$ cat src/rtl/inst_cache_pkg.sv
// Shared types and width helpers for the direct-mapped instruction cache.
package inst_cache_pkg;

  typedef enum logic [1:0] {
    IDLE   = 2'd0,
    REFILL = 2'd1,
    DONE   = 2'd2
  } cache_state_e;

  localparam logic [31:0] NOP_INST = 32'h0000_0000;

  // Word-offset field width within a line.
  function automatic int offsetBits(input int words);
    return $clog2(words);
  endfunction

  // Line-index field width.
  function automatic int indexBits(input int lines);
    return $clog2(lines);
  endfunction

  // Tag width: everything above byte offset, word offset and index.
  function automatic int tagBits(input int lines, input int words);
    return 30 - $clog2(words) - $clog2(lines);
  endfunction

endpackage

$ cat src/rtl/inst_cache_if.sv
// Fetch-side and refill-side signals of the instruction cache.
// master = IF stage plus main memory, slave = the cache itself.
interface inst_cache_if;
  logic [31:0] InstMemAddr;
  logic [31:0] Inst;
  logic        Stall;
  logic        MemReq;
  logic [31:0] MemAddr;
  logic [31:0] MemData;
  logic        MemValid;

  modport master (
    output InstMemAddr, MemData, MemValid,
    input  Inst, Stall, MemReq, MemAddr
  );

  modport slave (
    input  InstMemAddr, MemData, MemValid,
    output Inst, Stall, MemReq, MemAddr
  );
endinterface

$ cat src/rtl/icache_tag_store.sv
// Valid/tag/data arrays of the instruction cache: combinational read port,
// one full-line write port; only the valid bits are cleared by reset.
module icache_tag_store
  import inst_cache_pkg::*;
#(
  parameter int LINES = 8,
  parameter int WORDS = 4,
  parameter int IDX_W = indexBits(LINES),
  parameter int TAG_W = tagBits(LINES, WORDS)
) (
  input  logic                   clk,
  input  logic                   rst_n,
  input  logic [IDX_W-1:0]       rdIdx_i,
  output logic                   rdValid_o,
  output logic [TAG_W-1:0]       rdTag_o,
  output logic [WORDS-1:0][31:0] rdLine_o,
  input  logic                   wrEn_i,
  input  logic [IDX_W-1:0]       wrIdx_i,
  input  logic [TAG_W-1:0]       wrTag_i,
  input  logic [WORDS-1:0][31:0] wrLine_i
);

  logic [LINES-1:0]       valid_q;
  logic [TAG_W-1:0]       tag_q  [LINES];
  logic [WORDS-1:0][31:0] data_q [LINES];

  // Valid bits: cleared asynchronously so a half-filled line never becomes visible.
  always_ff @(posedge clk or negedge rst_n) begin
    if (!rst_n) begin
      valid_q <= '0;
    end else if (wrEn_i) begin
      valid_q[wrIdx_i] <= 1'b1;
    end
  end

  // Tag and data arrays: written only when a refill completes, never reset.
  always_ff @(posedge clk) begin
    if (wrEn_i) begin
      tag_q[wrIdx_i]  <= wrTag_i;
      data_q[wrIdx_i] <= wrLine_i;
    end
  end

  assign rdValid_o = valid_q[rdIdx_i];
  assign rdTag_o   = tag_q[rdIdx_i];
  assign rdLine_o  = data_q[rdIdx_i];

endmodule

$ cat src/rtl/inst_cache.sv
// Direct-mapped read-only instruction cache with word-serial line refill.
// Optional hit/miss statistics counters are enabled by defining INST_CACHE_STATS_EN.
module inst_cache
  import inst_cache_pkg::*;
#(
  parameter int LINES = 8,
  parameter int WORDS = 4
) (
  input  logic        clk,
  input  logic        rst,
  inst_cache_if.slave bus
`ifdef INST_CACHE_STATS_EN
  ,
  output logic [31:0] HitCount,
  output logic [31:0] MissCount
`endif
);

  localparam int OFF_W   = offsetBits(WORDS);
  localparam int IDX_W   = indexBits(LINES);
  localparam int TAG_W   = tagBits(LINES, WORDS);
  localparam int IDX_LSB = OFF_W + 2;
  localparam int TAG_LSB = IDX_LSB + IDX_W;

  cache_state_e           state_q;
  logic [OFF_W-1:0]       beat_q;
  logic                   memReq_q;
  logic [31:0]            memAddr_q;
  logic [IDX_W-1:0]       fillIdx_q;
  logic [TAG_W-1:0]       fillTag_q;
  logic [WORDS-1:0][31:0] lineBuf_q;

  logic [OFF_W-1:0]       reqOff;
  logic [IDX_W-1:0]       reqIdx;
  logic [TAG_W-1:0]       reqTag;
  logic                   rdValid;
  logic [TAG_W-1:0]       rdTag;
  logic [WORDS-1:0][31:0] rdLine;
  logic                   hit;
  logic                   lastBeat;
  logic                   fillWr;
  logic [WORDS-1:0][31:0] fillLine;
  logic                   unusedByteBits;

  assign reqOff = bus.InstMemAddr[IDX_LSB-1:2];
  assign reqIdx = bus.InstMemAddr[TAG_LSB-1:IDX_LSB];
  assign reqTag = bus.InstMemAddr[31:TAG_LSB];

  // Byte-offset bits play no part in the lookup; misalignment is not checked.
  assign unusedByteBits = ^bus.InstMemAddr[1:0];

  assign hit      = rdValid && (rdTag == reqTag);
  assign lastBeat = (beat_q == OFF_W'(WORDS - 1));
  assign fillWr   = (state_q == REFILL) && bus.MemValid && lastBeat;

  assign bus.Stall   = (state_q != IDLE) || !hit;
  assign bus.Inst    = ((state_q == IDLE) && hit) ? rdLine[reqOff] : NOP_INST;
  assign bus.MemReq  = memReq_q;
  assign bus.MemAddr = memAddr_q;

  // Full line to commit: buffered beats plus the word arriving on the final beat.
  always_comb begin
    fillLine            = lineBuf_q;
    fillLine[WORDS-1]   = bus.MemData;
  end

  icache_tag_store #(
    .LINES (LINES),
    .WORDS (WORDS),
    .IDX_W (IDX_W),
    .TAG_W (TAG_W)
  ) u_store (
    .clk       (clk),
    .rst_n     (rst),
    .rdIdx_i   (reqIdx),
    .rdValid_o (rdValid),
    .rdTag_o   (rdTag),
    .rdLine_o  (rdLine),
    .wrEn_i    (fillWr),
    .wrIdx_i   (fillIdx_q),
    .wrTag_i   (fillTag_q),
    .wrLine_i  (fillLine)
  );

  // Miss/refill controller: latches the missing line, walks its beats, then pauses one cycle.
  always_ff @(posedge clk or negedge rst) begin
    if (!rst) begin
      state_q   <= IDLE;
      beat_q    <= '0;
      memReq_q  <= 1'b0;
      memAddr_q <= '0;
      fillIdx_q <= '0;
      fillTag_q <= '0;
      lineBuf_q <= '0;
    end else begin
      case (state_q)
        IDLE: begin
          if (!hit) begin
            state_q   <= REFILL;
            beat_q    <= '0;
            memReq_q  <= 1'b1;
            memAddr_q <= {bus.InstMemAddr[31:IDX_LSB], {IDX_LSB{1'b0}}};
            fillIdx_q <= reqIdx;
            fillTag_q <= reqTag;
          end
        end
        REFILL: begin
          if (bus.MemValid) begin
            lineBuf_q[beat_q] <= bus.MemData;
            beat_q            <= beat_q + OFF_W'(1);
            if (lastBeat) begin
              memReq_q <= 1'b0;
              state_q  <= DONE;
            end else begin
              memAddr_q <= memAddr_q + 32'd4;
            end
          end
        end
        DONE: begin
          state_q <= IDLE;
        end
        default: begin
          state_q <= IDLE;
        end
      endcase
    end
  end

`ifdef INST_CACHE_STATS_EN
  logic [31:0] hitCount_q;
  logic [31:0] missCount_q;

  // Saturating lookup statistics, sampled only while the cache is idle.
  always_ff @(posedge clk or negedge rst) begin
    if (!rst) begin
      hitCount_q  <= '0;
      missCount_q <= '0;
    end else if (state_q == IDLE) begin
      if (hit && (hitCount_q != 32'hFFFF_FFFF)) begin
        hitCount_q <= hitCount_q + 32'd1;
      end
      if (!hit && (missCount_q != 32'hFFFF_FFFF)) begin
        missCount_q <= missCount_q + 32'd1;
      end
    end
  end

  assign HitCount  = hitCount_q;
  assign MissCount = missCount_q;
`endif

endmodule

$ cat src/flat_wrapper.sv
// flat-port wrapper written by rule: the top's interface ports become plain ports
module inst_cache_flat import inst_cache_pkg::*;
#(
  parameter int LINES = 8,
  parameter int WORDS = 4
)
  (clk, rst, bus_InstMemAddr, bus_MemData, bus_MemValid, bus_Inst, bus_Stall, bus_MemReq, bus_MemAddr);
  inst_cache_if bus_i ();
  input  logic clk;
  input  logic rst;
  input wire logic [$bits(bus_i.InstMemAddr)-1:0] bus_InstMemAddr;
  input wire logic [$bits(bus_i.MemData)-1:0] bus_MemData;
  input wire logic [$bits(bus_i.MemValid)-1:0] bus_MemValid;
  output wire logic [$bits(bus_i.Inst)-1:0] bus_Inst;
  output wire logic [$bits(bus_i.Stall)-1:0] bus_Stall;
  output wire logic [$bits(bus_i.MemReq)-1:0] bus_MemReq;
  output wire logic [$bits(bus_i.MemAddr)-1:0] bus_MemAddr;
  assign bus_i.InstMemAddr = bus_InstMemAddr;
  assign bus_i.MemData = bus_MemData;
  assign bus_i.MemValid = bus_MemValid;
  assign bus_Inst = bus_i.Inst;
  assign bus_Stall = bus_i.Stall;
  assign bus_MemReq = bus_i.MemReq;
  assign bus_MemAddr = bus_i.MemAddr;
  inst_cache #(.LINES(LINES), .WORDS(WORDS)) u_core (.clk(clk), .rst(rst), .bus(bus_i));
endmodule
$ cat config.mk
export PLATFORM = sky130hd
export DESIGN_NAME = inst_cache_flat
export DESIGN_NICKNAME = d
export VERILOG_FILES = /design/src/rtl/inst_cache_pkg.sv /design/src/rtl/inst_cache_if.sv /design/src/rtl/icache_tag_store.sv /design/src/rtl/inst_cache.sv /design/src/flat_wrapper.sv
export SDC_FILE = /design/constraint.sdc
export NUM_CORES = 1
export LEC_CHECK = 0
export ABC_AREA = 1
export CORE_MARGIN = 8
export CORE_UTILIZATION = 30
export CTS_BUF_LIST = sky130_fd_sc_hd__clkbuf_2 sky130_fd_sc_hd__clkbuf_4 sky130_fd_sc_hd__clkbuf_8
export CTS_CLUSTER_DIAMETER = 100
export DETAILED_ROUTE_END_ITERATION = 12
export SETUP_SLACK_MARGIN = 0.3
export SLEW_MARGIN = 20
export SYNTH_ARGS = -nofsm -noshare
export SYNTH_HDL_FRONTEND = slang
export SYNTH_SLANG_ARGS = --single-unit
export TNS_END_PERCENT = 30
$ cat constraint.sdc
create_clock -name clk -period 10.95 [get_ports clk]
set_input_delay 1.095 -clock clk [delete_from_list [all_inputs] [get_ports clk]]
set_output_delay 1.095 -clock clk [all_outputs]
set_load 0.02 [all_outputs]
# Word-level counts from Yosys, hierarchy flattened

Memories as Yosys holds them, arrays and structs flattened.
Index checks and enable logic that the tools add are counted.

ROM bits: 0
Bits in writable memories: 1224
Bits in registers: 201
Bits in latches: 0
Memories kept: 2
Output and inout port bits: 66
Input port bits: 67
Word-level logic and storage cells: 74

Memory list:

| memory                | words | width | read ports | clocked after memory_dff | write ports | RTL line               | RTL |
|---|---|---|---|---|---|---|---|
| u_core.u_store.data_q | 8     | 128   | 1          | 0                        | 1           | icache_tag_store.sv:25 | `logic [WORDS-1:0][31:0] data_q [LINES];` |
| u_core.u_store.tag_q  | 8     | 25    | 1          | 0                        | 1           | icache_tag_store.sv:24 | `logic [TAG_W-1:0] tag_q [LINES];` |

Add/subtract/negate cells: 2
Eq/ne operators: 7
Reduce and logical (&&, ||, !) cells: 17
Bitwise logic cells: 2
Divide/modulo/power cells: 0
Multipliers: 0
Order comparisons: 6
Shifts and indexed selects: 0
Mux-type cells: 27

Operator list:

| operator                                                   | number |
|---|---|
| 2-to-1 mux 32 bit                                          | 6 |
| bitwise mux 128 bit                                        | 1 |
| binary-select mux 32 bit (select 2 bit)                    | 1 |
| demux 32 bit (select 2 bit)                                | 1 |
| case mux 32 bit (2 select lines)                           | 1 |
| adder 32 x 3 -> 32 bit, second input constant              | 1 |
| == test 25 bit                                             | 1 |
| 2-to-1 mux 2 bit                                           | 5 |
| less-than comparator 3 x 4 -> 1 bit, second input constant | 2 |
| bitwise OR 8 bit                                           | 1 |
| case mux 2 bit (2 select lines)                            | 2 |
| AND reduction 4 bit                                        | 2 |
| 2-to-1 mux 1 bit                                           | 7 |
| logical AND 1 bit                                          | 6 |
| less-than comparator 2 x 3 -> 1 bit, second input constant | 2 |
| inequality test 2 bit, second input constant               | 3 |
| AND reduction 3 bit                                        | 2 |
| AND reduction 2 bit                                        | 2 |
| nonzero test 2 bit                                         | 2 |
| binary-select mux 1 bit (select 3 bit)                     | 1 |
| demux 1 bit (select 3 bit)                                 | 1 |
| >= comparator 3 x 1 -> 1 bit, second input constant        | 1 |
| adder 2 x 1 -> 2 bit, second input constant                | 1 |
| == test 2 x 1 -> 1 bit, second input constant              | 1 |
| other kinds (8)                                            | 8 |

# Depth between registers and ports, before layout

Word-level depth: 5
Gate-level depth with buffers: 21
Gate-level depth less buffers: 18

# Cells and area by module

A second synthesis with hierarchy kept.

Cell total of the unflattened synthesis: 6670
Area total of the unflattened synthesis: 62800.2 um^2

Modules (own cells, without submodules):

| module           | times used | area each (um^2) | cells an instance | seq. area each (um^2) |
|---|---|---|---|---|
| icache_tag_store | 1          | 53615.2          | 5348              | 36955.4 |
| inst_cache       | 1          | 9185.1           | 1322              | 3978.8 |

# Least setup slack after synthesis

Ideal clock, no wire load.

Kind: input -> register
From: input bus_MemValid
To: register u_core.u_store.valid_q[0]
Cell stages on the path: 5
Required time: 10.844 ns
Setup slack: 2.414 ns
Data arrival time: 8.430 ns
Path buffers: 0
Library setup time: 0.106 ns
Path through: inv_1 nor2_1 nand2_1 nor2_1 or2_2

Word-level cells in the longest chain between the ends: 2

Ends and longest elaborated chain:

| item                            | RTL line               | RTL |
|---|---|---|
| from (decl)                     | flat_wrapper.sv:13     | `input wire logic [$bits(bus_i.MemValid)-1:0] bus_MemValid;` |
| logical AND 1 bit (2 in series) | inst_cache.sv:54       | `assign fillWr = (state_q == REFILL) && bus.MemValid && lastBeat;` |
| to (signal assigned)            | icache_tag_store.sv:30 | `valid_q <= '0;` |
| to (signal, indexed assignment) | icache_tag_store.sv:32 | `valid_q[wrIdx_i] <= 1'b1;` |
| to (decl)                       | icache_tag_store.sv:23 | `logic [LINES-1:0] valid_q;` |

No other way between the ends.
A chain may end at the register's enable or synchronous reset.

# Final worst setup path

From: input bus_InstMemAddr[5]
To: output bus_Inst[25]

Word-level cells in the longest chain between the ends: 5
Elaborated cells between the ends (all ways): 10
Classes of those cells: eq/ne (1); mux (5); reduce/logical (2); memory (2)

Ends and longest elaborated chain:

| item                                                                                 | RTL line                                 | RTL |
|---|---|---|
| from (decl)                                                                          | flat_wrapper.sv:11                       | `input wire logic [$bits(bus_i.InstMemAddr)-1:0] bus_InstMemAddr;` |
| memory (8 x 25 bit) / binary-select mux 1 bit (select 3 bit) (equally long branches) | -                                        |  |
| == test 25 bit / 2-to-1 mux 1 bit (equally long branches)                            | inst_cache.sv:52, icache_tag_store.sv:44 |  |
| logical AND 1 bit                                                                    | inst_cache.sv:52                         | `assign hit = rdValid && (rdTag == reqTag);` |
| logical AND 1 bit                                                                    | inst_cache.sv:57                         | `assign bus.Inst = ((state_q == IDLE) && hit) ? rdLine[reqOff] : NOP_INST;` |
| 2-to-1 mux 32 bit (*)                                                                | inst_cache.sv:57                         |  |
| to (decl)                                                                            | flat_wrapper.sv:14                       | `output wire logic [$bits(bus_i.Inst)-1:0] bus_Inst;` |

Every way passes the cells marked *; elsewhere a longest branch is shown, timed or not. The select of a mux whose other input is x is not followed.

==> results.yml <==
global_route:
  grt_max_degree: 235
  grt_pass1_vias: 36200
  antenna_found_initial: 13
  grt_pass1_wl_um: 227000
  gr-total-overflow: 0
  track_usage: 0.143
cts:
  cts_made_buffers: 213
  cts.clk_slew.worst_paths_ns: 0.06
  cts_buffer_depth: 3
  ctsResizeCount: 0
  clkSinkCount: 1391
  cts_setup_buffers: 0
  cts_tree: "done"
  root_buffer: "clkbuf_8"
  htree_levels: 4
  clk_latency_ns: 0.94
  ctsHoldBuffers: 0
synth:
  yosysUniqueCellTypes: 39
  async_flop_share: 0.120
  synth_seq_area_share: 0.721
  synth_top_flop_cell: "edfxtp_1"
  syn_area_per_cell_um2: 11.8
  yosys_warnings: 0
  syn_area_um2: 56800
  synthCells: 4803
  ys_seq_elements: 1391
  synth_edf_count: 1224
placed_design:
  io_buffers: 128
  gp_congestion: 0.813
  dpl.hpwl_um: 72100
  pre_cts_ws_ns: 3.70
worst_setup_path:
  crit_arrival_ns: 6.15
  path_max_fanout: 82
  startpoint: "bus_InstMemAddr[5]"
  r2r_start: "u_core.state_q[1]"
  rr_worst_depth: 8
  r2r_setup_slack_ns: 6.99
  slowest_stage: "clkdlybuf4s50_1"
  critPathCaptureType: "output pin"
  cpMostUsedCell: "nand2_1"
  required_ns: 9.86
  start_kind: "input port"
  crit_chain: "buf_8 > inv_8 > buf_4 > nor2_1 > nand2_1 > nand3_1 > nand2_1 > nand2_1 > nand2_1 > nand2_1 > nor2_1 > nand3_1 > nor2_1 > nand2_4 > buf_4 > nor3b_2 > clkdlybuf4s50_1"
  max_stage_delay_ns: 0.73
  crit_type: "input port to output pin"
  timing.rr.end: "u_core.u_store.data_q[0][122]"
floorplanning:
  ios: 133
  rows: 159
  die_h_um: 451
  die_area_um2: 203000
  initial_core_util: 0.302
  core_um2: 188000
  die_x_um: 451
layout:
  fillers: 18400
  drive_above_1_share: 0.0951
  mostFrequentLayoutCells: "nand2_1 (1,466), edfxtp_1 (1,224), a21oi_1 (439)"
  final_util: 0.346
  nNetsFinal: 4966
  area_growth_pct: 14.6
  final_common_cell: "nand2_1"
sta:
  finalCritPeriodShare: 0.662
  fin_crit_ns: 7.24
  fin_hold_ws_ns: 0.214
  setup_viol: 0
  rsz0062_at_grt: "no"
  drv_slew: 0
  clock_skew_ns: 0.0945
  fmax_ghz: 0.138
  maxSlewHeadroom: 0.179
  worst_slack_ns: 3.71
  tightest_slew_ns: 1.23
  fin_tns_setup_ns: 0
  finalHoldViolations: 0
power_and_ir_drop:
  peakVddDrop_mv: 0.113
  power_density_nw_per_um2: 203
  p_leak_nw: 23.7
route:
  vias_per_cell: 4.89
  postRouteAntennaNets: 0
  wl_per_cell_um: 19.9
  first_pass_iters: 6
  dr.first_iter.drc_count: 3639
  drc_errors: 0
  vias: 37100
  finalWirelength_um: 151000
flow_run:
  cap_violations: 0
outcome:
  status: "complete, no violations"
min_path:
  hp-class: "input port to asynchronous set/reset pin"
power by group:
| group | switching [W] | internal (W) | leakage [nW] |
|---|---|---|---|
| Sequential | 0.000587 | 0.00667 | 13.2 |
| Clock | 0.00207 | 0.00245 | 2.41 |
| Combinational | 0.000950 | 0.000455 | 8.08 |
Yosys cell counts, types with 2 or more instances:
cell type / n / area share
a21oi_1: 440 / 0.039
a221oi_1: 31 / 0.0048
a22oi_1: 62 / 0.0082
a32o_1: 30 / 0.0053
buf_1: 38 / 0.0025
buf_2: 68 / 0.0060
buf_4: 11 / 0.0015
buf_6: 8 / 0.0016
clkbuf_1: 178 / 0.012
clkinv_1: 2 / 0.00013
dfrtp_1: 167 / 0.074
edfxtp_1: 1224 / 0.65
ha_1: 5 / 0.0011
inv_1: 215 / 0.014
inv_2: 2 / 0.00013
nand2_1: 1469 / 0.097
nand2_2: 2 / 0.00022
nand3_1: 276 / 0.024
nand3b_1: 3 / 0.00040
nand4_1: 13 / 0.0014
nor2_1: 141 / 0.0093
nor3_1: 4 / 0.00035
nor3b_1: 3 / 0.00040
nor3b_2: 30 / 0.0066
nor4_1: 3 / 0.00033
o211ai_1: 27 / 0.0036
o21ai_0: 187 / 0.016
o21ai_1: 21 / 0.0019
o221ai_1: 6 / 0.00093
o22ai_1: 6 / 0.00066
o311ai_0: 69 / 0.011
o31ai_1: 31 / 0.0041
or2_2: 9 / 0.00099
xnor2_1: 6 / 0.00093
xor2_1: 12 / 0.0019
state kept, by name (all words and copies together), names as in the netlist:
name,cells
u_core.beat_q,2
u_core.u_store.valid_q,8
u_core.u_store.data_q,1024
u_core.bus.MemAddr,30
u_core.state_q,2
u_core.bus.MemReq,1
u_core.fillTag_q,25
u_core.fillLine,96
u_core.u_store.tag_q,200
u_core.fillIdx_q,3
metal layers:
metal  global-route usage  routed length (um)  vias to the layer above
met2                0.242               72800                     1267
met1                0.190               65500                    18300
li1                     -                   -                    17300
met4               0.0408                3310                        0
met3               0.0243                9690                      239
met5                    0                   0                        -
cell type report:
cell class              count  area, um2  area share
flip-flops and latches   1391      40900       0.629
multi-input cells        2891      13800       0.212
clock buffers             327       3990      0.0613
well taps                2495       3120      0.0480
repair buffers            178       1790      0.0276
inverters                 219        843      0.0130
clock inverters            75        568     0.00873
diodes                      6       15.0    0.000231
worst max-delay path: cells and delay by family:
family	cells	cell delay, ns
buffers and inverters	5	2.72
and+or+nand+nor	12	2.16
cell families after synthesis:
family	synth area share
buf+inv	0.0378
flops	0.721
compound gates	0.0957
other cells	0.0000661
fa+ha+maj	0.00110
simple gates	0.142
xor+xnor	0.00278
worst max path at each step:
stage                                      endpoint  slack [ns]  cells after the start
after floorplan           u_core.u_store.valid_q[0]        2.41                      5
after global placement                 bus_Inst[25]        3.66                     17
after detailed placement               bus_Inst[25]        3.70                     17
after CTS                              bus_Inst[25]        3.68                     17
after global routing                   bus_Inst[25]        3.43                     18
final                                  bus_Inst[25]        3.71                     17
stage by stage:
stage	total power (W)	instances	instance area, um2
finish	0.0132	7582	65100
floorplan	0.00810	4804	56800
detailed placement	0.00876	7174	60500
global route	0.0138	7581	65000
global placement	0.00869	7174	60500
CTS	0.0133	7576	65000
Power figures use the tool's default switching activity.
